### config.mk
export PLATFORM = sky130hd
export DESIGN_NAME = nf10_axis_sim_stim_gen
export DESIGN_NICKNAME = d
export VERILOG_FILES = /design/src/rtl/nf10_axis_sim_stim_gen.sv
export SDC_FILE = /design/constraint.sdc
export NUM_CORES = 1
export LEC_CHECK = 0
export ABC_AREA = 1
export ABC_CLOCK_PERIOD_IN_PS = 3100
export CAP_MARGIN = 20
export CORE_AREA = 2 2 175 177
export DETAILED_ROUTE_END_ITERATION = 8
export DIE_AREA = 0 0 177 179
export HOLD_SLACK_MARGIN = 0.12
export PLACE_DENSITY = 0.76
export SLEW_MARGIN = 15
export SYNTH_ARGS = -nofsm -noshare
export SYNTH_HDL_FRONTEND = slang
export SYNTH_SLANG_ARGS = --single-unit
### constraint.sdc
create_clock -name aclk -period 3.1 [get_ports aclk]
set_clock_uncertainty 0.2 [all_clocks]
set_input_delay 0.775 -clock aclk [delete_from_list [all_inputs] [get_ports aclk]]
set_output_delay 0.775 -clock aclk [all_outputs]
set_load 0.01 [all_outputs]
### src/rtl/nf10_axis_sim_stim_gen.sv
// AXI4-Stream packet source: programmed packet count, deterministic payload, NetFPGA-10G
// tuser sideband, tready backpressure, and a completed-packet counter with activity pulse.
module nf10_axis_sim_stim_gen #(
    parameter int unsigned C_M_AXIS_DATA_WIDTH  = 256,
    parameter int unsigned C_M_AXIS_TUSER_WIDTH = 128,
    parameter logic [7:0]  C_SRC_PORT           = 8'h01,
    parameter logic [7:0]  C_DST_PORT           = 8'h04,
    parameter int unsigned C_IFG_CYCLES         = 4
) (
    input  logic                               aclk,
    input  logic                               aresetn,
    input  logic                               start,
    input  logic                               stop,
    input  logic [7:0]                         num_pkts,
    input  logic [15:0]                        pkt_len,
    output logic [C_M_AXIS_DATA_WIDTH-1:0]     m_axis_tdata,
    output logic [C_M_AXIS_DATA_WIDTH/8-1:0]   m_axis_tstrb,
    output logic [C_M_AXIS_TUSER_WIDTH-1:0]    m_axis_tuser,
    output logic                               m_axis_tvalid,
    input  logic                               m_axis_tready,
    output logic                               m_axis_tlast,
    output logic [7:0]                         counter,
    output logic                               activity_send,
    output logic                               busy
);
    localparam int unsigned StrbW = C_M_AXIS_DATA_WIDTH / 8;
    localparam int unsigned Lanes = C_M_AXIS_DATA_WIDTH / 32;
    localparam int unsigned GapW  = (C_IFG_CYCLES > 1) ? $clog2(C_IFG_CYCLES) : 1;
    localparam logic [GapW-1:0] GapLast = GapW'(C_IFG_CYCLES - 1);

    typedef enum logic [1:0] {StIdle, StSend, StGap} state_e;

    state_e                          r_state, w_state_nxt;
    logic [15:0]                     r_len, w_len_nxt;
    logic [7:0]                      r_num, w_num_nxt;
    logic [7:0]                      r_pkt, w_pkt_nxt;
    logic [10:0]                     r_beat, w_beat_nxt;
    logic [GapW-1:0]                 r_gap, w_gap_nxt;
    logic                            r_stop_req, w_stop_req_nxt;
    logic [7:0]                      r_cnt, w_cnt_nxt;
    logic                            r_act, w_act_nxt;
    logic                            r_busy;
    logic                            r_tvalid, w_tvalid_nxt;
    logic                            r_tlast, w_tlast_nxt;
    logic [C_M_AXIS_DATA_WIDTH-1:0]  r_tdata, w_tdata_nxt;
    logic [StrbW-1:0]                r_tstrb, w_tstrb_nxt;
    logic [C_M_AXIS_TUSER_WIDTH-1:0] r_tuser, w_tuser_nxt;
    logic [16:0]                     w_beats;
    logic                            w_last_beat;

    function automatic logic [C_M_AXIS_DATA_WIDTH-1:0] f_data(input logic [7:0] pkt,
                                                              input logic [7:0] beat);
        logic [C_M_AXIS_DATA_WIDTH-1:0] d;
        d = '0;
        for (int unsigned k = 0; k < Lanes; k++) begin
            d[32*k +: 32] = {pkt, beat, 8'(k), 8'hA5};
        end
        return d;
    endfunction

    function automatic logic [StrbW-1:0] f_strb(input logic last, input logic [4:0] rem);
        if (!last || rem == 5'd0) return '1;
        return (StrbW'(1) << rem) - StrbW'(1);
    endfunction

    // Beat count of the packet that will be on the bus next cycle.
    assign w_beats     = (17'(w_len_nxt) + 17'd31) >> 5;
    assign w_last_beat = ({6'd0, w_beat_nxt} == (w_beats - 17'd1));

    always_comb begin
        w_state_nxt    = r_state;
        w_len_nxt      = r_len;
        w_num_nxt      = r_num;
        w_pkt_nxt      = r_pkt;
        w_beat_nxt     = r_beat;
        w_gap_nxt      = r_gap;
        w_stop_req_nxt = r_stop_req;
        w_cnt_nxt      = r_cnt;
        w_act_nxt      = 1'b0;
        unique case (r_state)
            StIdle: begin
                w_stop_req_nxt = 1'b0;
                if (start) begin
                    w_state_nxt    = StSend;
                    w_len_nxt      = (pkt_len == 16'd0) ? 16'd64 : pkt_len;
                    w_num_nxt      = num_pkts;
                    w_pkt_nxt      = '0;
                    w_beat_nxt     = '0;
                    w_stop_req_nxt = stop;
                end
            end
            StSend: begin
                // Remember a stop seen anywhere in the packet so a short pulse still ends the run.
                w_stop_req_nxt = r_stop_req | stop;
                if (m_axis_tready) begin
                    if (!r_tlast) begin
                        w_beat_nxt = r_beat + 11'd1;
                    end else begin
                        w_cnt_nxt  = r_cnt + 8'd1;
                        w_act_nxt  = 1'b1;
                        w_pkt_nxt  = r_pkt + 8'd1;
                        w_beat_nxt = '0;
                        w_gap_nxt  = '0;
                        if (stop || r_stop_req || (r_num != 8'd0 && w_pkt_nxt == r_num)) begin
                            w_state_nxt = StIdle;
                        end else if (C_IFG_CYCLES != 0) begin
                            w_state_nxt = StGap;
                        end
                    end
                end
            end
            StGap: begin
                if (stop || r_stop_req) begin
                    w_state_nxt = StIdle;
                end else if (r_gap == GapLast) begin
                    w_state_nxt = StSend;
                end else begin
                    w_gap_nxt = r_gap + GapW'(1);
                end
            end
            default: w_state_nxt = StIdle;
        endcase
    end

    // Bus contents are a pure function of the next beat, so a stalled beat re-registers unchanged.
    always_comb begin
        w_tvalid_nxt = 1'b0;
        w_tlast_nxt  = 1'b0;
        w_tdata_nxt  = '0;
        w_tstrb_nxt  = '0;
        w_tuser_nxt  = '0;
        if (w_state_nxt == StSend) begin
            w_tvalid_nxt       = 1'b1;
            w_tlast_nxt        = w_last_beat;
            w_tdata_nxt        = f_data(w_pkt_nxt, w_beat_nxt[7:0]);
            w_tstrb_nxt        = f_strb(w_last_beat, w_len_nxt[4:0]);
            w_tuser_nxt[31:0]  = {C_DST_PORT, C_SRC_PORT, w_len_nxt};
        end
    end

    always_ff @(posedge aclk or negedge aresetn) begin
        if (!aresetn) begin
            r_state    <= StIdle;
            r_len      <= '0;
            r_num      <= '0;
            r_pkt      <= '0;
            r_beat     <= '0;
            r_gap      <= '0;
            r_stop_req <= 1'b0;
            r_cnt      <= '0;
            r_act      <= 1'b0;
            r_busy     <= 1'b0;
            r_tvalid   <= 1'b0;
            r_tlast    <= 1'b0;
            r_tdata    <= '0;
            r_tstrb    <= '0;
            r_tuser    <= '0;
        end else begin
            r_state    <= w_state_nxt;
            r_len      <= w_len_nxt;
            r_num      <= w_num_nxt;
            r_pkt      <= w_pkt_nxt;
            r_beat     <= w_beat_nxt;
            r_gap      <= w_gap_nxt;
            r_stop_req <= w_stop_req_nxt;
            r_cnt      <= w_cnt_nxt;
            r_act      <= w_act_nxt;
            r_busy     <= (w_state_nxt != StIdle);
            r_tvalid   <= w_tvalid_nxt;
            r_tlast    <= w_tlast_nxt;
            r_tdata    <= w_tdata_nxt;
            r_tstrb    <= w_tstrb_nxt;
            r_tuser    <= w_tuser_nxt;
        end
    end

    assign m_axis_tdata  = r_tdata;
    assign m_axis_tstrb  = r_tstrb;
    assign m_axis_tuser  = r_tuser;
    assign m_axis_tvalid = r_tvalid;
    assign m_axis_tlast  = r_tlast;
    assign counter       = r_cnt;
    assign activity_send = r_act;
    assign busy          = r_busy;

endmodule

# After elaboration in Yosys (flattened, before gate mapping)

Cells that the tools add are included.

Memories: 0
Memory bits (read-only): 0
Input port bits: 29
Bits in latches: 0
Bits in writable memories: 0
Word-level logic and storage cells: 86
Bits in registers: 380
Output and inout port bits: 428

Multipliers: 0
Bitwise logic cells: 1
Shift operators: 1
Mux-type cells: 37
Equality and inequality tests: 10
Reduce and logical (&&, ||, !) cells: 15
Order comparisons: 0
$add $sub $neg: 7
Divide/modulo/power cells: 0

Operator list:

| operator              | number |
|---|---|
| $mux 256              | 1 |
| $mux 32               | 3 |
| $mux 16               | 3 |
| $mux 11               | 3 |
| $shl 1x5->32 const A  | 1 |
| $sub 32x2->32 const B | 1 |
| $mux 27               | 1 |
| $mux 8                | 3 |
| $pmux 11 s2           | 1 |
| $mux 2                | 10 |
| $add 16x5->17 const B | 1 |
| $eq 11x17->1          | 1 |
| $add 8x1->8 const B   | 2 |
| $logic_not 16->1      | 1 |
| $pmux 8 s2            | 1 |
| $sub 12x1->13 const B | 1 |
| $add 11x1->11 const B | 1 |
| $eq 8x8->1            | 1 |
| $mux 1                | 8 |
| $ne 2x2->1 const B    | 4 |
| $reduce_bool 8->1     | 1 |
| $pmux 2 s3            | 1 |
| $reduce_bool 2->1     | 3 |
| $logic_not 5->1       | 1 |
| 13 further kinds      | 17 |

# Longest topological paths before layout

Word-level depth: 13
Gate-level depth with buffers: 25
Depth with buffers taken out: 23

# Worst setup path after synthesis

Ideal clock, no wire load.

Path type: input to register
Start point: in start
End point: reg r_tstrb[3] (netlist: m_axis_tstrb[3])
Cell stages on the path: 20
Required time: 2.779 ns
Arrival time: 3.114 ns
Buffers on the path: 2
Slack: -0.335 ns
Setup time: 0.121 ns
Cells stage by stage: buf_2 nand3_1 nand2_2 nor2_4 nand3_4 nand2_2 nand2_1 ha_1 xor2_1 a21oi_1 nand2_1 nor2_1 nand2_1 nor2_1 nand3_1 nor2_4 nand3_2 nand2_2 buf_6 nand2_2

Word-level cells in the longest chain between the ends: 11
Elaborated cells between the ends (all ways): 19
Classes of those cells: 3 x add/sub; 2 x eq/ne; 1 x shift; 10 x mux; 3 x reduce/logical

Ends and longest elaborated chain:

| what                     | line | text |
|---|---|---|
| start: declaration       | 12   | `input logic start,` |
| $mux 16                  | 83   | `if (start) begin` |
| $mux 16                  | 80   | `unique case (r_state)` |
| $add 16x5->17            | 67   | `assign w_beats = (17'(w_len_nxt) + 17'd31) >> 5;` |
| $sub 12x1->13            | 68   | `assign w_last_beat = ({6'd0, w_beat_nxt} == (w_beats - 17'd1));` |
| $eq 11x17->1             | 68   |  |
| $logic_not 1->1          | 62   | `if (!last \|\| rem == 5'd0) return '1;` |
| $logic_or 1x1->1         | 62   |  |
| $mux 1                   | 62   |  |
| $mux 1                   | 132  | `if (w_state_nxt == StSend) begin` |
| $mux 32                  | 63   | `return (StrbW'(1) << rem) - StrbW'(1);` |
| $mux 32 (*)              | 132  |  |
| named net w_tstrb_nxt[3] | 46   | `logic [StrbW-1:0] r_tstrb, w_tstrb_nxt;` |
| end signal: assignment   | 172  | `r_tstrb <= w_tstrb_nxt;` |
| end: declaration         | 46   |  |

Mark *: on every way through the listed nets, which the timed path passes. The rest lies on a longest branch. The select of a mux whose other input is x is not followed.
A chain may end at the register's enable or synchronous reset.

# Worst setup path in the final report

Start point: in start
End point: reg r_tstrb[19] (netlist: m_axis_tstrb[19])

The elaborated chain is that of the path after synthesis.

==> results <==
-- metal layers --
| layer | GRT usage [%] | wire (µm) | part of all wire [%] |
|---|---|---|---|
| met5 | 0 | 0 | 0 |
| met4 | 5.85 | 642 | 2.4 |
| met3 | 3.05 | 2000 | 7.6 |
| met2 | 27.7 | 13500 | 51 |
| met1 | 18.8 | 10200 | 39 |
-- flip-flops by register name, indices dropped and copies added (netlist names) --
signal	count
m_axis_tuser	17
r_state	2
m_axis_tstrb	32
r_pkt	8
m_axis_tlast	1
r_num	8
counter	8
r_len	16
r_gap	2
activity_send	1
r_stop_req	1
m_axis_tdata	16
busy	1
r_beat	11
-- through the flow --
stage	setup WS (ns)	util [%]	TNS [ns]	instance area (µm²)	hold slack, ns
floorplan	-0.234	-	-6.74	10200	0.279
global placement	-0.894	38.6	-28.20	11600	0.264
detailed placement	-0.952	38.6	-29.63	11600	0.277
CTS	-0.211	42.2	-5.58	12700	0.290
global route	-0.404	43.1	-11.25	12900	0.296
finish	-0.233	43.1	-5.80	12900	0.281
-- kinds of logic after synthesis --
kind of cell | synth area share [%]
xor gates and xnor gates | 3.26
other | 0.0399
and+or+nand+nor | 25.1
AOI/OAI and AO/OA | 3.87
DFF | 33.0
buffers and inverters | 33.9
adders and majority gates | 0.798
-- worst min-delay path by stage --
| stage | slack [ns] | startpoint | end | cells after the start |
|---|---|---|---|---|
| floorplan | 0.28 | aresetn | activity_send$_DFF_PN0_ | 0 |
| global placement | 0.26 | counter[7]$_DFFE_PN0P_ | counter[7]$_DFFE_PN0P_ | 1 |
| detailed placement | 0.28 | counter[7]$_DFFE_PN0P_ | counter[7]$_DFFE_PN0P_ | 1 |
| CTS | 0.29 | counter[7]$_DFFE_PN0P_ | counter[7]$_DFFE_PN0P_ | 1 |
| global route | 0.30 | counter[7]$_DFFE_PN0P_ | counter[7]$_DFFE_PN0P_ | 1 |
| finish | 0.28 | counter[7]$_DFFE_PN0P_ | counter[7]$_DFFE_PN0P_ | 1 |
-- worst max-delay path: cells and delay by family --
family / cells / cell delay [ns]
buffers and inverters: 10 / 1.24
AND/OR/NAND/NOR: 14 / 1.27
AO/OA/AOI/OAI: 1 / 0.14
-- repair_timing --
action                                  4_1_cts  5_1_grt
hold buffers                                  1        0
hold endpoints to repair                     17        0
endpoints found under the setup margin       32       32
gates resized for setup                      77       74
gates cloned                                  4        0
pin swaps                                    43       64
setup buffers                                22       14
-- synthesized netlist by cell type, types with 3 or more instances --
cell type / number
o211ai_1: 4
buf_1: 3
nand2_4: 5
dfrtp_1: 124
nor2_4: 7
nand3_2: 6
nand4_1: 31
inv_1: 95
ha_1: 6
or2_2: 4
xnor2_1: 15
and2_1: 4
buf_4: 354
a21oi_1: 7
nor3_1: 5
o22ai_1: 6
buf_2: 3
nand2_1: 209
nand3b_1: 3
o21ai_4: 4
nor2_2: 8
clkbuf_1: 10
nor2_1: 102
nand3_1: 62
xor2_1: 20
o21ai_0: 21
inv_2: 9
nand2_2: 41
buf_6: 4
-- cell type report --
class	count	area, µm²	area share [%]
Tap cell	396	495	3.83
Multi-Input combinational cell	787	4240	32.8
Clock inverter	11	179	1.38
Inverter	107	412	3.18
Timing Repair Buffer	436	4040	31.2
Sequential cell	124	3100	24.0
Clock buffer	21	470	3.64
-- report_power, final --
| group | switching [µW] | internal [µW] | total, µW |
|---|---|---|---|
| sequential | 132 | 1710 | 1850 |
| clock | 792 | 1420 | 2210 |
| combinational | 806 | 893 | 1700 |
==> results.json <==
{
  "p_per_area_nw_per_um2": 445,
  "min_period_over_period_pct": 108,
  "slew_headroom_pct": 66.1,
  "violations": "negative setup slack",
  "route.detailed.drc": 0,
  "antenna_found_initial": 0,
  "status": "finished, violations left",
  "crit_type": "input port to flop",
  "port_buffers": 262,
  "die_w_um": 177,
  "fin_nets": 1508,
  "syn-cell-area_um2": 9400,
  "rows": 64,
  "grt_util_all_layers_pct": 15.7,
  "worst_pin_slew_ns": 0.503,
  "startpoint": "start",
  "place_inst": 1812,
  "critPathMostFrequentCell": "buf_6",
  "drv_slew": 0,
  "vias": 7885,
  "reg2reg_slack_ns": -0.23,
  "grt_pass1_wl_um": 38400,
  "cts_tree": "built",
  "path_clk_slew_ns": 0.06,
  "wl_um": 26300,
  "async_flop_share_pct": 100,
  "cp-end-kind": "flop",
  "cap_violations": 0,
  "power_uw": 5760,
  "gp_congestion": 0.875,
  "core_um2": 30000,
  "clock_latency_ns": 0.43,
  "yosys.area.top_type": "dfrtp_1",
  "final_antenna_net_count": 0,
  "yosysTopAreaCellShare_pct": 33.0,
  "synth_edf_count": 0,
  "io_pins": 457,
  "drt-pass1-iter-count": 5,
  "synthFlopType": "dfrtp_1",
  "final_cell_mix": "clkdlybuf4s50_1, conb_1, nand2_1",
  "start_kind": "input port",
  "rsz0062_at_grt": "true",
  "r2r-start": "r_state[0]$_DFF_PN0_",
  "max_freq_mhz": 300,
  "crit_fanout": 10,
  "setup_violations": 32,
  "leakagePower_uw": 0.00640,
  "crit_path_end": "m_axis_tstrb[19]$_DFF_PN0_",
  "ir_drop_v": 0.000361,
  "synth_seq_cells": 124,
  "r2r_end": "m_axis_tstrb[19]$_DFF_PN0_",
  "synth_area_leaders": "dfrtp_1, buf_4, nand2_1, nor2_1, inv_1",
  "dieArea_um2": 31700,
  "finalHoldViolations": 0,
  "h-tree-depth": 4,
  "grt_pass1_vias": 7169,
  "cts_root_buffer": "clkbuf_16",
  "syn-mean-instance-area_um2": 7.84,
  "final_common_cell": "clkdlybuf4s50_1",
  "fin_crit_ns": 3.33,
  "worst_path_largest_cell_delay_ns": 0.24,
  "start_util_pct": 31.3,
  "synth_warnings": 0,
  "area_growth_syn_to_layout_pct": 37.6,
  "reg2reg_depth": 26,
  "vias_per_cell": 4.19,
  "drive_above_1_share_pct": 24.4,
  "setup_ws_ns": -0.233,
  "synth_cell_types": 50,
  "ys_seq_area_share_pct": 33.0,
  "clock_sinks": 124,
  "gr-total-overflow": 0,
  "crit_required_ns": 3.21,
  "wl_per_cell_um": 14.0,
  "stdcell_count": 1882,
  "n_fill_cell": 2934,
  "hp-class": "flop to flop",
  "diodes": 0,
  "syn_inst": 1200,
  "slowest_stage": "clkdlybuf4s15_2",
  "grt_max_degree": 57,
  "clockBufferDepth": 2,
  "hpwl_um": 19400,
  "arrival_ns": 3.45,
  "die_h_um": 179,
  "drtIter0Drc": 393,
  "cts_buffers": 17
}
(Power assumes the default switching activity.)
